<file path="src/rtl/csi_pkg.sv">
`default_nettype none
// ============================================================================
//  Module      : csi_pkg
//  Description : Shared types and constants for the CSI-2 transmit path:
//                data-type codes, packet sequencer state encoding and the
//                long-packet word-count helper.
//  Revision    : 1.0  initial release
// ============================================================================
package csi_pkg;

    localparam logic [5:0] DT_FS    = 6'h00;
    localparam logic [5:0] DT_FE    = 6'h01;
    localparam logic [5:0] DT_RAW10 = 6'h2B;

    typedef enum logic [1:0] {
        IDLE  = 2'd0,
        FRAME = 2'd1,
        LINE  = 2'd2
    } seq_state_t;

    // Bytes per line for a given pixel count and bit depth
    function automatic logic [15:0] calc_word_count(input int h_pixels, input int bits_per_pixel);
        int total_bits;
        total_bits = h_pixels * bits_per_pixel;
        return 16'(total_bits / 8);
    endfunction

endpackage
`default_nettype wire

</file>
<file path="src/rtl/csi_packet_sequencer_byte_delay_line.sv">
`default_nettype none
// ============================================================================
//  Module      : byte_delay_line
//  Description : Fixed-depth shift register for the {byte_en, byte_data}
//                stream with synchronous clear, so payload bytes line up
//                with the packet header issued by the sequencer.
//  Revision    : 1.0  initial release
// ============================================================================
module byte_delay_line #(
    parameter int DEPTH = 3
) (
    input  logic       clk,
    input  logic       reset,
    input  logic       i_byte_en,
    input  logic [7:0] i_byte_data,
    output logic       o_byte_en,
    output logic [7:0] o_byte_data
);

    logic [8:0] r_stage [DEPTH];

    // Shift one stage per cycle; clear flushes every stage so no stale byte escapes
    always_ff @(posedge clk) begin
        if (reset) begin
            for (int i = 0; i < DEPTH; i++) begin
                r_stage[i] <= '0;
            end
        end else begin
            r_stage[0] <= {i_byte_en, i_byte_data};
            for (int i = 1; i < DEPTH; i++) begin
                r_stage[i] <= r_stage[i-1];
            end
        end
    end

    assign {o_byte_en, o_byte_data} = r_stage[DEPTH-1];

endmodule
`default_nettype wire

</file>
<file path="src/rtl/csi_packet_sequencer.sv">
`default_nettype none
// ============================================================================
//  Module      : csi_packet_sequencer
//  Description : Converts pix2byte frame/line pulses into csi_tx short and
//                long packet controls, delays the byte stream to match the
//                header, retimes the HS-ready handshake and flags malformed
//                frames.
//  Config      : CSI_FRAME_NUMBER_EN - when defined, FS/FE word count
//                carries the frame number; otherwise it is always zero.
//  Revision    : 1.0  initial release
// ============================================================================
module csi_packet_sequencer
    import csi_pkg::*;
#(
    parameter int          H_PIXELS       = 256,
    parameter int          BITS_PER_PIXEL = 10,
    parameter logic [5:0]  DATA_TYPE      = DT_RAW10,
    parameter int          DATA_DELAY     = 3,
    parameter logic [15:0] FRAME_NUM_MAX  = 16'hFFFF
) (
    input  logic        clk,
    input  logic        reset,
    input  logic        fv_start,
    input  logic        fv_end,
    input  logic        lv_start,
    input  logic        lv_end,
    input  logic        byte_en_in,
    input  logic [7:0]  byte_data_in,
    input  logic        d_hs_rdy_in,
    output logic        sp_en,
    output logic        lp_en,
    output logic [5:0]  dt,
    output logic [15:0] wc,
    output logic [1:0]  vc,
    output logic        byte_en_out,
    output logic [7:0]  byte_data_out,
    output logic        txfr_en_out,
    output logic [15:0] line_count,
    output logic [15:0] frame_count,
    output logic        wc_error,
    output logic        seq_error
);

    localparam logic [15:0] c_WORD_COUNT = calc_word_count(H_PIXELS, BITS_PER_PIXEL);

    if ((H_PIXELS * BITS_PER_PIXEL) % 8 != 0) begin : g_bad_line_width
        $error("H_PIXELS*BITS_PER_PIXEL must be a whole number of bytes");
    end
    if (DATA_DELAY < 1 || DATA_DELAY > 8) begin : g_bad_data_delay
        $error("DATA_DELAY must be in the range 1..8");
    end

    seq_state_t  r_state, w_state_nxt;
    logic        r_sp_en, w_sp_en_nxt;
    logic        r_lp_en, w_lp_en_nxt;
    logic [5:0]  r_dt, w_dt_nxt;
    logic [15:0] r_wc, w_wc_nxt;
    logic        r_seq_error, w_seq_error_nxt;
    logic        r_wc_error, w_wc_error_nxt;
    logic [15:0] r_line_count, w_line_count_nxt;
    logic [15:0] r_frame_count, w_frame_count_nxt;
    logic [15:0] r_byte_count, w_byte_count_nxt;
    logic        r_txfr_en;

    // Single winning event per cycle: fv_start > fv_end > lv_start > lv_end
    logic w_ev_fs, w_ev_fe, w_ev_ls, w_ev_le;
    assign w_ev_fs = fv_start;
    assign w_ev_fe = fv_end & ~fv_start;
    assign w_ev_ls = lv_start & ~fv_start & ~fv_end;
    assign w_ev_le = lv_end & ~fv_start & ~fv_end & ~lv_start;

    // Frame numbers run 1..FRAME_NUM_MAX and never take the value 0
    logic [15:0] w_frame_num_inc;
    assign w_frame_num_inc = (r_frame_count >= FRAME_NUM_MAX) ? 16'd1 : r_frame_count + 16'd1;

    logic [15:0] w_fs_wc, w_fe_wc;
`ifdef CSI_FRAME_NUMBER_EN
    assign w_fs_wc = w_frame_num_inc;
    assign w_fe_wc = r_frame_count;
`else
    assign w_fs_wc = 16'd0;
    assign w_fe_wc = 16'd0;
`endif

    // Byte count including a byte presented this cycle; saturates at 0xFFFF
    logic [15:0] w_byte_count_now;
    assign w_byte_count_now = (byte_en_in && r_byte_count != 16'hFFFF) ? r_byte_count + 16'd1
                                                                        : r_byte_count;

    // Next-state and packet decode; dt/wc hold between packets
    always_comb begin
        w_state_nxt       = r_state;
        w_sp_en_nxt       = 1'b0;
        w_lp_en_nxt       = 1'b0;
        w_dt_nxt          = r_dt;
        w_wc_nxt          = r_wc;
        w_seq_error_nxt   = 1'b0;
        w_wc_error_nxt    = 1'b0;
        w_line_count_nxt  = r_line_count;
        w_frame_count_nxt = r_frame_count;
        w_byte_count_nxt  = r_byte_count;
        if (w_ev_fs) begin
            // A frame start is legal only between frames, but always opens a new one
            w_seq_error_nxt   = (r_state != IDLE);
            w_sp_en_nxt       = 1'b1;
            w_dt_nxt          = DT_FS;
            w_wc_nxt          = w_fs_wc;
            w_line_count_nxt  = 16'd0;
            w_frame_count_nxt = w_frame_num_inc;
            w_state_nxt       = FRAME;
        end else begin
            case (r_state)
                IDLE: begin
                    w_seq_error_nxt = w_ev_fe | w_ev_ls | w_ev_le;
                end
                FRAME, LINE: begin
                    if (r_state == LINE) begin
                        w_byte_count_nxt = w_byte_count_now;
                    end
                    if (w_ev_fe) begin
                        w_seq_error_nxt = (r_state == LINE);
                        w_sp_en_nxt     = 1'b1;
                        w_dt_nxt        = DT_FE;
                        w_wc_nxt        = w_fe_wc;
                        w_state_nxt     = IDLE;
                    end else if (w_ev_ls) begin
                        // The first payload byte may arrive with the line start
                        w_seq_error_nxt  = (r_state == LINE);
                        w_lp_en_nxt      = 1'b1;
                        w_dt_nxt         = DATA_TYPE;
                        w_wc_nxt         = c_WORD_COUNT;
                        w_byte_count_nxt = {15'd0, byte_en_in};
                        w_state_nxt      = LINE;
                    end else if (w_ev_le) begin
                        if (r_state == LINE) begin
                            w_wc_error_nxt   = (w_byte_count_now != c_WORD_COUNT);
                            w_line_count_nxt = r_line_count + 16'd1;
                            w_state_nxt      = FRAME;
                        end else begin
                            w_seq_error_nxt = 1'b1;
                        end
                    end
                end
                default: begin
                    w_state_nxt = IDLE;
                end
            endcase
        end
    end

    // Sequencer state and registered packet controls
    always_ff @(posedge clk) begin
        if (reset) begin
            r_state       <= IDLE;
            r_sp_en       <= 1'b0;
            r_lp_en       <= 1'b0;
            r_dt          <= 6'd0;
            r_wc          <= 16'd0;
            r_seq_error   <= 1'b0;
            r_wc_error    <= 1'b0;
            r_line_count  <= 16'd0;
            r_frame_count <= 16'd0;
            r_byte_count  <= 16'd0;
        end else begin
            r_state       <= w_state_nxt;
            r_sp_en       <= w_sp_en_nxt;
            r_lp_en       <= w_lp_en_nxt;
            r_dt          <= w_dt_nxt;
            r_wc          <= w_wc_nxt;
            r_seq_error   <= w_seq_error_nxt;
            r_wc_error    <= w_wc_error_nxt;
            r_line_count  <= w_line_count_nxt;
            r_frame_count <= w_frame_count_nxt;
            r_byte_count  <= w_byte_count_nxt;
        end
    end

    // HS-ready retimed by one byte clock toward pix2byte
    always_ff @(posedge clk) begin
        if (reset) begin
            r_txfr_en <= 1'b0;
        end else begin
            r_txfr_en <= d_hs_rdy_in;
        end
    end

    byte_delay_line #(
        .DEPTH       (DATA_DELAY)
    ) u_byte_delay_line (
        .clk         (clk),
        .reset       (reset),
        .i_byte_en   (byte_en_in),
        .i_byte_data (byte_data_in),
        .o_byte_en   (byte_en_out),
        .o_byte_data (byte_data_out)
    );

    assign sp_en       = r_sp_en;
    assign lp_en       = r_lp_en;
    assign dt          = r_dt;
    assign wc          = r_wc;
    assign vc          = 2'b00;
    assign txfr_en_out = r_txfr_en;
    assign line_count  = r_line_count;
    assign frame_count = r_frame_count;
    assign wc_error    = r_wc_error;
    assign seq_error   = r_seq_error;

endmodule
`default_nettype wire

</file>
<file path="config.mk">
export PLATFORM = sky130hd
export DESIGN_NAME = csi_packet_sequencer
export DESIGN_NICKNAME = d
export VERILOG_FILES = /design/src/rtl/csi_pkg.sv /design/src/rtl/csi_packet_sequencer_byte_delay_line.sv /design/src/rtl/csi_packet_sequencer.sv
export SDC_FILE = /design/constraint.sdc
export NUM_CORES = 1
export LEC_CHECK = 0
export CORE_MARGIN = 2
export CORE_UTILIZATION = 46
export DETAILED_ROUTE_END_ITERATION = 8
export PLACE_DENSITY = 0.76
export SLEW_MARGIN = 10
export SYNTH_ARGS = -nofsm -noshare
export SYNTH_HDL_FRONTEND = slang
export SYNTH_SLANG_ARGS = --single-unit
</file>
<file path="constraint.sdc">
create_clock -name clk -period 2.3 [get_ports clk]
set_clock_uncertainty 0.1 [all_clocks]
set_input_delay 0.345 -clock clk [delete_from_list [all_inputs] [get_ports clk]]
set_output_delay 0.345 -clock clk [all_outputs]
set_load 0.005 [all_outputs]
</file>
==> results.json <==
{
  "status": "finished clean",
  "regArea_sq_um": 1680,
  "netlist.area_leader.share_pct": 41.7,
  "routed_wl_um": 8620,
  "critical_path_required_ns": 2.51,
  "cts_tree": "built",
  "antenna_found_initial": 0,
  "n_fill_cell": 778,
  "port_buffers": 67,
  "finalNonFillerCells": 653,
  "critPathKind": "flop to flop",
  "synth_flop_cell": "dfxtp_1",
  "drive_gt1_share_pct": 14.1,
  "yosysSeqAreaShare_pct": 41.7,
  "ys_top_cells_by_area": "dfxtp_1, buf_4, nor2_1, nor2b_1, nand2_1",
  "overflow": 0,
  "synth_top_family_by_area": "simple AND/OR/NAND/NOR gates",
  "ir_worst_vdd_mv": 0.331,
  "crit_path_start_kind": "flop",
  "die_w_um": 97.6,
  "dp_worst_setup_slack_ns": -0.0601,
  "first_iter_violations": 151,
  "grt_pass1_vias": 3257,
  "avgSynthCellArea_sq_um": 8.80,
  "clk_root_buffer_cell": "clkbuf_8",
  "hold_viol": 0,
  "clockBufferDepth": 2,
  "placed_area_sq_um": 4810,
  "slew_violations": 0,
  "tightest_slew_ns": 0.593,
  "via_per_inst": 5.18,
  "synth_area_sq_um": 4030,
  "wl_per_cell_um": 13.2,
  "numCtsBuffers": 9,
  "synth-seq-cells": 84,
  "final_nets": 563,
  "dieHeight_um": 97.6,
  "grt_max_degree": 58,
  "yosysWarningCount": 0,
  "clk_pin_slew_ns": 0.09,
  "cp_max_fo": 7,
  "grt_util_all_layers_pct": 18.4,
  "synthToLayoutAreaGrowth_pct": 25.0,
  "async_flop_share_pct": 0,
  "design_area_sq_um": 5040,
  "insertion_delay_ns": 0.36,
  "netlist_instances": 458,
  "io_pins": 86,
  "grt_pass1_wl_um": 14700,
  "synthTopCellsByCount": "dfxtp_1, nor2_1, nand2_1",
  "dr.pass1.iters": 5,
  "synth_edf_count": 0,
  "yosysMostFrequentCell": "dfxtp_1",
  "max_slew_margin_pct": 60.5,
  "drc": 0,
  "fin_crit_sh_pct": 95.0,
  "power.total_mw": 2.76,
  "synth.area.mux_share_pct": 0.745,
  "fin_util_pct": 58.6,
  "dieArea_sq_um": 9520,
  "start_util_pct": 46.9,
  "synth-xor-area-share_pct": 5.65,
  "tns_ns": 0,
  "synthSimpleGateAreaFrac_pct": 27.5,
  "place.gp.congestion": 0.926,
  "insertedDiodeCount": 0,
  "rsz0062_at_grt": "false",
  "slowest_stage": "or4_1",
  "multi_input_area_sq_um": 2040,
  "place_inst": 636,
  "cts_sinks": 84,
  "hold_path_class": "input port to flop",
  "std_cell_rows": 34,
  "p_leak_nw": 1.87,
  "worst_ep_arrival_time_ns": 2.40,
  "htreeDepth": 3,
  "synthAdderAreaFrac_pct": 2.17,
  "synth_cell_types": 61,
  "setup_viol": 0,
  "path_cells": "inv_1, ha_4, nand2b_2, nor3_4, and4_4, nand3_4, or4_1, nand2_1",
  "period_needed_ns": 2.19,
  "slowest_delay_ns": 0.47,
  "cap_violations": 0,
  "max_freq_mhz": 458,
  "synth_top_area_cell": "dfxtp_1",
  "power_density_nw_per_um2": 547,
  "via_count": 3380,
  "synth-compound-area-share_pct": 12.4,
  "setup_ws_ns": 0.115,
  "dp.final_hpwl_um": 6210,
  "core_area_sq_um": 8590,
  "cp-end-kind": "flop",
  "whs_ns": 0.276,
  "ant_nets": 0
}
==> worst paths after layout <==
kind                                                     from                                     endpoint  slack (ns)  depth (start not counted)
setup / recovery                      r_state[1]$_SDFFE_PP0P_                  line_count[12]$_SDFFE_PP0P_        0.11                          8
hold / removal                                          reset                           dt[3]$_SDFFE_PP0P_        0.28                          3
setup reg to reg                      r_state[1]$_SDFFE_PP0P_                  line_count[12]$_SDFFE_PP0P_        0.11                          8
hold reg to reg   u_byte_delay_line.r_stage[0][15]$_SDFF_PP0_  u_byte_delay_line.r_stage[0][24]$_SDFF_PP0_        0.34                          1
==> what timing repair did <==
action                     CTS  global route
buffers inserted             0             1
setup endpoints to repair    0            10
resized for setup            0             4
hold buffers                 0             0
==> metal layers <==
layer,track usage (%),wire (um),up-vias
met5,0,0,-
met1,24.4,4060,1597
met2,29.1,4020,86
li1,-,-,1679
met4,7.16,166,0
met3,4.32,374,18
==> cell type report <==
| type | count | share of cell area (%) |
|---|---|---|
| sequential | 84 | 33.4 |
| timing repair buffer | 104 | 18.7 |
| tap | 108 | 2.68 |
| clock buffer | 9 | 2.46 |
| inverter | 9 | 0.671 |
| multi-input combinational | 332 | 40.6 |
| clock inverter | 7 | 1.47 |
==> flip-flops by register name, indices dropped and copies added (netlist names) <==
register / count
wc_error: 1
r_state: 2
sp_en: 1
dt: 2
u_byte_delay_line.r_stage: 27
line_count: 16
r_byte_count: 16
lp_en: 1
seq_error: 1
txfr_en_out: 1
frame_count: 16
==> critical path, delay by kind of cell, from the launching register on <==
family | cells | cell delay (ns)
adder cells (fa/ha/maj) | 1 | 0.30
buffers and inverters | 1 | 0.10
flip-flops | 1 | 0.38
AND/OR/NAND/NOR | 6 | 1.25
==> logic make-up (layout without fill, tap and decap cells) <==
group | after synthesis | after routing
simple gates | 208 | 208
flops | 84 | 84
compound gates | 70 | 70
buf+inv | 59 | 129
xor+xnor | 26 | 26
fa+ha+maj | 7 | 7
mux | 3 | 3
other cells | 1 | 18
==> placed cells by master, fill, tap and decap left out, types with 3 or more instances in the layout <==
| master | n |
|---|---|
| ha_1 | 6 |
| and3_1 | 10 |
| and2_1 | 5 |
| nor2b_1 | 32 |
| mux2i_1 | 3 |
| a311oi_1 | 8 |
| a31oi_1 | 7 |
| conb_1 | 18 |
| clkbuf_8 | 9 |
| o21ai_0 | 14 |
| xor2_1 | 15 |
| inv_6 | 3 |
| buf_4 | 37 |
| o211ai_1 | 3 |
| nand2_1 | 41 |
| a21oi_1 | 18 |
| dfxtp_1 | 83 |
| clkdlybuf4s50_1 | 66 |
| inv_1 | 9 |
| nor2_1 | 62 |
| nor3_1 | 4 |
| nand3_1 | 20 |
| nand4_1 | 5 |
| or4_1 | 4 |
| xnor2_1 | 11 |
==> power by group <==
part	total (mW)	switching, mW	internal [mW]	leakage [nW]
logic	0.188	0.0938	0.0937	1.09
registers	1.49	0.0103	1.48	0.683
clock network	1.08	0.567	0.510	0.100
(Power assumes the default switching activity.)
